$ cat config.mk
export PLATFORM = sky130hd
export DESIGN_NAME = cmd_scheduler
export DESIGN_NICKNAME = d
export VERILOG_FILES = /design/src/rtl/ctrl_pkg.sv /design/src/rtl/engine_slot.sv /design/src/rtl/cmd_scheduler.sv
export SDC_FILE = /design/constraint.sdc
export NUM_CORES = 1
export LEC_CHECK = 0
export ABC_AREA = 1
export BUFFER_PORTS_ARGS = -buffer_cell sky130_fd_sc_hd__clkbuf_2
export CORE_MARGIN = 2
export CORE_UTILIZATION = 38
export DETAILED_ROUTE_END_ITERATION = 12
export SYNTH_ARGS = -nofsm -noshare
export SYNTH_HDL_FRONTEND = slang
export SYNTH_SLANG_ARGS = --single-unit
$ cat constraint.sdc
create_clock -name clk -period 1.15 [get_ports clk]
set_input_delay 0.0575 -clock clk [delete_from_list [all_inputs] [get_ports clk]]
set_output_delay 0.0575 -clock clk [all_outputs]
set_load 0.05 [all_outputs]
$ cat src/rtl/ctrl_pkg.sv
// Shared definitions for the command scheduler: opcode bit positions, engine
// encodings, per-engine FSM states and the saturating counter helper.
package ctrl_pkg;

    localparam int DEFAULT_ADDRW   = 24;
    localparam int DEFAULT_OPCODEW = 2;

    localparam int OP_ENGINE_BIT = 0;
    localparam int OP_DIR_BIT    = 1;

    localparam logic ENG_AES = 1'b0;
    localparam logic ENG_SHA = 1'b1;

    localparam int STAT_W = 16;

    typedef enum logic {
        ST_IDLE = 1'b0,
        ST_RUN  = 1'b1
    } eng_state_t;

    // Counter increment that sticks at all-ones instead of wrapping.
    function automatic logic [STAT_W-1:0] sat_inc(input logic [STAT_W-1:0] v);
        return (v == '1) ? v : v + STAT_W'(1);
    endfunction

endpackage

$ cat src/rtl/engine_slot.sv
// One engine's IDLE/RUN controller with a single-entry holding slot in front of it.
// The payload is opaque here; the top decides which command fields it carries.
module engine_slot
    import ctrl_pkg::*;
#(
    parameter int PAYW = 8
) (
    input  logic            clk,
    input  logic            rst,
    input  logic            cmd_valid,
    input  logic [PAYW-1:0] cmd_payload,
    input  logic            done,
    output logic            start,
    output logic            busy,
    output logic            ready,
    output logic [PAYW-1:0] payload,
    output logic            done_run,
    output logic            drop
);

    eng_state_t      state, state_next;
    logic            slot_full, slot_full_next;
    logic [PAYW-1:0] slot_reg;
    logic            load_cmd, load_slot, store_slot;

    // A done with a full slot always wins the engine; a command arriving in
    // the same cycle is dropped even though the slot frees up.
    always_comb begin
        state_next     = state;
        slot_full_next = slot_full;
        load_cmd       = 1'b0;
        load_slot      = 1'b0;
        store_slot     = 1'b0;
        done_run       = (state == ST_RUN) && done;
        drop           = cmd_valid && slot_full;
        case (state)
            ST_IDLE: begin
                if (cmd_valid) begin
                    load_cmd   = 1'b1;
                    state_next = ST_RUN;
                end
            end
            ST_RUN: begin
                if (done) begin
                    if (slot_full) begin
                        load_slot      = 1'b1;
                        slot_full_next = 1'b0;
                    end else if (cmd_valid) begin
                        load_cmd = 1'b1;
                    end else begin
                        state_next = ST_IDLE;
                    end
                end else if (cmd_valid && !slot_full) begin
                    store_slot     = 1'b1;
                    slot_full_next = 1'b1;
                end
            end
            default: state_next = ST_IDLE;
        endcase
    end

    always_ff @(posedge clk) begin
        if (rst) begin
            state     <= ST_IDLE;
            slot_full <= 1'b0;
            slot_reg  <= '0;
            payload   <= '0;
            start     <= 1'b0;
        end else begin
            state     <= state_next;
            slot_full <= slot_full_next;
            start     <= load_cmd | load_slot;
            if (store_slot) begin
                slot_reg <= cmd_payload;
            end
            if (load_cmd) begin
                payload <= cmd_payload;
            end else if (load_slot) begin
                payload <= slot_reg;
            end
        end
    end

    assign busy  = (state == ST_RUN);
    assign ready = ~slot_full;

endmodule

$ cat src/rtl/cmd_scheduler.sv
// Dispatches commands to the AES and SHA engines, arbitrates their shared bus
// and keeps drop/completion statistics (compiled in with CMD_SCHED_STATS_EN).
module cmd_scheduler
    import ctrl_pkg::*;
#(
    parameter int ADDRW   = DEFAULT_ADDRW,
    parameter int OPCODEW = DEFAULT_OPCODEW
) (
    input  logic               clk,
    input  logic               rst,
    input  logic               cmd_pulse,
    input  logic               cmd_en,
    input  logic [OPCODEW-1:0] cmd_opcode,
    input  logic [ADDRW-1:0]   cmd_key_addr,
    input  logic [ADDRW-1:0]   cmd_text_addr,
    input  logic [ADDRW-1:0]   cmd_dest_addr,
    output logic               aes_ready_out,
    output logic               sha_ready_out,
    output logic               aes_start,
    output logic               aes_decrypt,
    output logic [ADDRW-1:0]   aes_key_addr,
    output logic [ADDRW-1:0]   aes_text_addr,
    output logic [ADDRW-1:0]   aes_dest_addr,
    input  logic               aes_done,
    output logic               sha_start,
    output logic [ADDRW-1:0]   sha_text_addr,
    output logic [ADDRW-1:0]   sha_dest_addr,
    input  logic               sha_done,
    input  logic               aes_bus_req,
    input  logic               sha_bus_req,
    output logic               aes_bus_gnt,
    output logic               sha_bus_gnt,
    output logic               aes_busy,
    output logic               sha_busy,
    output logic               cmd_overflow,
    output logic [15:0]        stat_aes_cnt,
    output logic [15:0]        stat_sha_cnt,
    output logic [15:0]        stat_drop_cnt
);

    localparam int AES_PAYW = 3 * ADDRW + 1;
    localparam int SHA_PAYW = 2 * ADDRW;

    logic                cmd_accept, cmd_discard, aes_cmd, sha_cmd;
    logic [AES_PAYW-1:0] aes_cmd_pay, aes_pay;
    logic [SHA_PAYW-1:0] sha_cmd_pay, sha_pay;
    logic                aes_done_run, sha_done_run, aes_drop, sha_drop;
    logic                aes_gnt_next, sha_gnt_next, prio_sha;

    assign cmd_accept  = cmd_pulse & cmd_en;
    assign cmd_discard = cmd_pulse & ~cmd_en;
    assign aes_cmd     = cmd_accept & (cmd_opcode[OP_ENGINE_BIT] == ENG_AES);
    assign sha_cmd     = cmd_accept & (cmd_opcode[OP_ENGINE_BIT] == ENG_SHA);
    assign aes_cmd_pay = {cmd_opcode[OP_DIR_BIT], cmd_key_addr, cmd_text_addr, cmd_dest_addr};
    assign sha_cmd_pay = {cmd_text_addr, cmd_dest_addr};

    engine_slot #(.PAYW(AES_PAYW)) u_aes (
        .clk         (clk),
        .rst         (rst),
        .cmd_valid   (aes_cmd),
        .cmd_payload (aes_cmd_pay),
        .done        (aes_done),
        .start       (aes_start),
        .busy        (aes_busy),
        .ready       (aes_ready_out),
        .payload     (aes_pay),
        .done_run    (aes_done_run),
        .drop        (aes_drop)
    );

    engine_slot #(.PAYW(SHA_PAYW)) u_sha (
        .clk         (clk),
        .rst         (rst),
        .cmd_valid   (sha_cmd),
        .cmd_payload (sha_cmd_pay),
        .done        (sha_done),
        .start       (sha_start),
        .busy        (sha_busy),
        .ready       (sha_ready_out),
        .payload     (sha_pay),
        .done_run    (sha_done_run),
        .drop        (sha_drop)
    );

    assign {aes_decrypt, aes_key_addr, aes_text_addr, aes_dest_addr} = aes_pay;
    assign {sha_text_addr, sha_dest_addr} = sha_pay;

    // An owner keeps the bus while requesting; contention is settled by prio_sha,
    // which flips toward the other side every time a fresh grant is issued.
    always_comb begin
        aes_gnt_next = 1'b0;
        sha_gnt_next = 1'b0;
        if (aes_bus_gnt && aes_bus_req) begin
            aes_gnt_next = 1'b1;
        end else if (sha_bus_gnt && sha_bus_req) begin
            sha_gnt_next = 1'b1;
        end else if (aes_bus_req && sha_bus_req) begin
            if (prio_sha) begin
                sha_gnt_next = 1'b1;
            end else begin
                aes_gnt_next = 1'b1;
            end
        end else if (aes_bus_req) begin
            aes_gnt_next = 1'b1;
        end else if (sha_bus_req) begin
            sha_gnt_next = 1'b1;
        end
    end

    always_ff @(posedge clk) begin
        if (rst) begin
            aes_bus_gnt  <= 1'b0;
            sha_bus_gnt  <= 1'b0;
            prio_sha     <= 1'b0;
            cmd_overflow <= 1'b0;
        end else begin
            aes_bus_gnt <= aes_gnt_next;
            sha_bus_gnt <= sha_gnt_next;
            if (aes_gnt_next && !aes_bus_gnt) begin
                prio_sha <= 1'b1;
            end else if (sha_gnt_next && !sha_bus_gnt) begin
                prio_sha <= 1'b0;
            end
            if (aes_drop || sha_drop) begin
                cmd_overflow <= 1'b1;
            end
        end
    end

`ifdef CMD_SCHED_STATS_EN
    logic [STAT_W-1:0] aes_cnt_q, sha_cnt_q, drop_cnt_q;

    always_ff @(posedge clk) begin
        if (rst) begin
            aes_cnt_q  <= '0;
            sha_cnt_q  <= '0;
            drop_cnt_q <= '0;
        end else begin
            if (aes_done_run) begin
                aes_cnt_q <= sat_inc(aes_cnt_q);
            end
            if (sha_done_run) begin
                sha_cnt_q <= sat_inc(sha_cnt_q);
            end
            if (cmd_discard || aes_drop || sha_drop) begin
                drop_cnt_q <= sat_inc(drop_cnt_q);
            end
        end
    end

    assign stat_aes_cnt  = aes_cnt_q;
    assign stat_sha_cnt  = sha_cnt_q;
    assign stat_drop_cnt = drop_cnt_q;
`else
    logic unused_stat_events;

    assign unused_stat_events = ^{aes_done_run, sha_done_run, cmd_discard};
    assign stat_aes_cnt       = '0;
    assign stat_sha_cnt       = '0;
    assign stat_drop_cnt      = '0;
`endif

endmodule

==> flow_summary.toml <==
[setup_path]
cpMaxStageDelayCell = "dfxtp_4"
crit_type = "reg2reg"
end_kind = "flop"
start_kind = "flop"
rr_worst_depth = 7
critical_path.max_stage_delay_ns = 0.44
critPathMaxFanout = 7
required_ns = 1.57
crit_arrival_ns = 1.84
path_cells = "inv_4 > nor2_4 > nand3_4 > buf_6 > buf_12 > nand2_1 > a21oi_1"

[floorplan]
fp.coreArea_um2 = 31500
num_rows = 65
die_h_um = 183
die_w_um = 183
ioPinCount = 260
start_util_pct = 38.5
die_area_um2 = 33300

[layout]
synthToLayoutAreaGrowth_pct = 63.9
fillCellCount = 2551
drive_above_1_share_pct = 38.0
nNetsFinal = 2113
finish.instance_area_um2 = 19900

[synth]
yosys.area.top_type = "dfxtp_1"
netlist_instances = 1700
yosysMostFrequentCell = "nand2_1"
ys_seq_elements = 252
yosysTopAreaCellShare_pct = 41.7
synth_common_cells = "nand2_1, dfxtp_1, a21oi_1, nand3_1, nand4_1"
synth-edff-count = 0
synth.avg_cell_area_um2 = 7.12
synth_area_um2 = 12100
yosys_most_used_dff = "dfxtp_1"
ys_seq_area_share_pct = 41.7
synthDistinctLibCells = 20
synth_area_leaders = "dfxtp_1, nand4_1, nand2_1"
async_flop_share_pct = 0
ys_warn_count = 0

[clocking]
cts_max_level = 1
clock_path_buffers = 3
root_buffer = "clkbuf_16"
tritoncts = "done"
cts_buffers = 28
clkTransAtPathRegs_ns = 0.07
cts_sinks = 252
clkLatencyLatePin_ns = 0.55

[sta]
slew_viol_final = 0
setup_ws_ns = -0.276
period_share_pct = 124
period_needed_ns = 1.43
hold_viol_final = 0
rsz0062_at_grt = "yes"
skew_ns = 0.0135
holdWs_ns = 0.138
finalSetupViolCount = 372
max_freq_ghz = 0.701
tns_ns = -54.07

[grt]
grt_pass1_wl_um = 72900
grt_pass1_vias = 12900
antenna_found_initial = 1
overflow = 0
grt_usage_pct = 27.2
grt_max_degree = 71

[hold_path]
hold_path_class = "in2reg"
hold_path_depth = 6

[routing]
drtIter0Drc = 1464
route.detailed.drc = 0
vias = 14500
postRouteAntennaNets = 0
wl_per_cell_um = 22.0
dr.pass1.iters = 8
via_per_inst = 5.89
route.final.wire_length_um = 53900

[outcome]
outcome = "finished, violations left"
failed_checks = "negative setup slack"

[placement]
globalplace.congestion = 0.781
hpwlAfterDp_um = 26600
place_area_um2 = 14100
port_buffers = 211

[power]
p_per_area_nw_per_um2 = 1180
fin_total_pwr_w = 0.0234
vdd_ir_drop_max_mv = 1.04
power.leakage_nw = 8.09

[flow_run]
cap_violations = 0
[placed cells by master (no fill, tap or decap), drive strengths merged]
cell / instances
diode: 1
dfxtp: 252
nand3: 246
buf: 174
bufinv: 4
bufbuf: 3
conb: 48
o21bai: 1
nor3: 2
clkbuf: 276
nand2: 379
nand4: 242
a21oi: 251
inv: 84
nor2: 6
dlygate4sd3: 77
clkinv: 3
o21ai: 3
[critical path: cells and delay by family (launching register included)]
kind | cells | cell delay (ns)
compound gates | 1 | 0.06
simple gates | 3 | 0.41
buf+inv | 3 | 0.39
flops | 1 | 0.44
[layout make-up]
class	count	area, um2	share of cell area [%]
Multi-Input combinational cell	1178	7280	36.7
Timing Repair Buffer	486	5630	28.3
Sequential cell	252	5080	25.6
Clock buffer	44	893	4.50
Tap cell	402	503	2.53
Inverter	85	338	1.70
Clock inverter	6	130	0.655
Antenna cell	1	2.50	0.0126
[final timing paths]
check | startpoint | end | slack [ns]
worst max-delay path | u_sha.busy | u_sha.slot_reg[21] | -0.28
worst min-delay path | cmd_opcode[0] | u_sha.slot_reg[19] | 0.14
worst max register to register | u_sha.busy | u_sha.slot_reg[21] | -0.28
worst min register to register | u_aes.slot_reg[30] | u_aes.slot_reg[30] | 0.46
[routing by layer]
metal  vias to the layer above  track usage [%]  wire (um)
li1                       6503                -          -
met1                      6931             36.3      21300
met2                       841             45.1      25600
met3                       185             4.35       4720
met4                         0             8.61       2350
met5                         -                0          0
[cells by family after synthesis]
group           after synthesis  synth area share, %
compound gates              255                 10.6
simple gates                871                 34.8
flops                       252                 41.7
other cells                   1               0.0310
buf+inv                     321                 13.0
[power breakdown]
group | total, W | switching (W) | internal [W]
Sequential | 0.00913 | 0.000168 | 0.00896
Combinational | 0.00432 | 0.00285 | 0.00147
Clock | 0.00994 | 0.00375 | 0.00618
[repair_timing]
action / 4_1_cts / 5_1_grt
pin swaps: 70 / 104
resized for setup: 201 / 304
hold endpoints to repair: 246 / 0
buffers inserted: 27 / 14
hold buffers: 77 / 0
gates cloned: 31 / 38
setup endpoints to repair: 375 / 377
[stage by stage]
step / cells / setup WS (ns) / util, %
3_3_place_gp: 2223 / -0.208 / 44.8
6_report: 2454 / -0.276 / 63.1
2_1_floorplan: 1747 / -0.172 / -
4_1_cts: 2406 / -0.227 / 56.6
5_1_grt: 2453 / -0.316 / 63.1
3_5_place_dp: 2223 / -0.221 / 44.8
No activity file was read; power rests on OpenSTA's default activity.
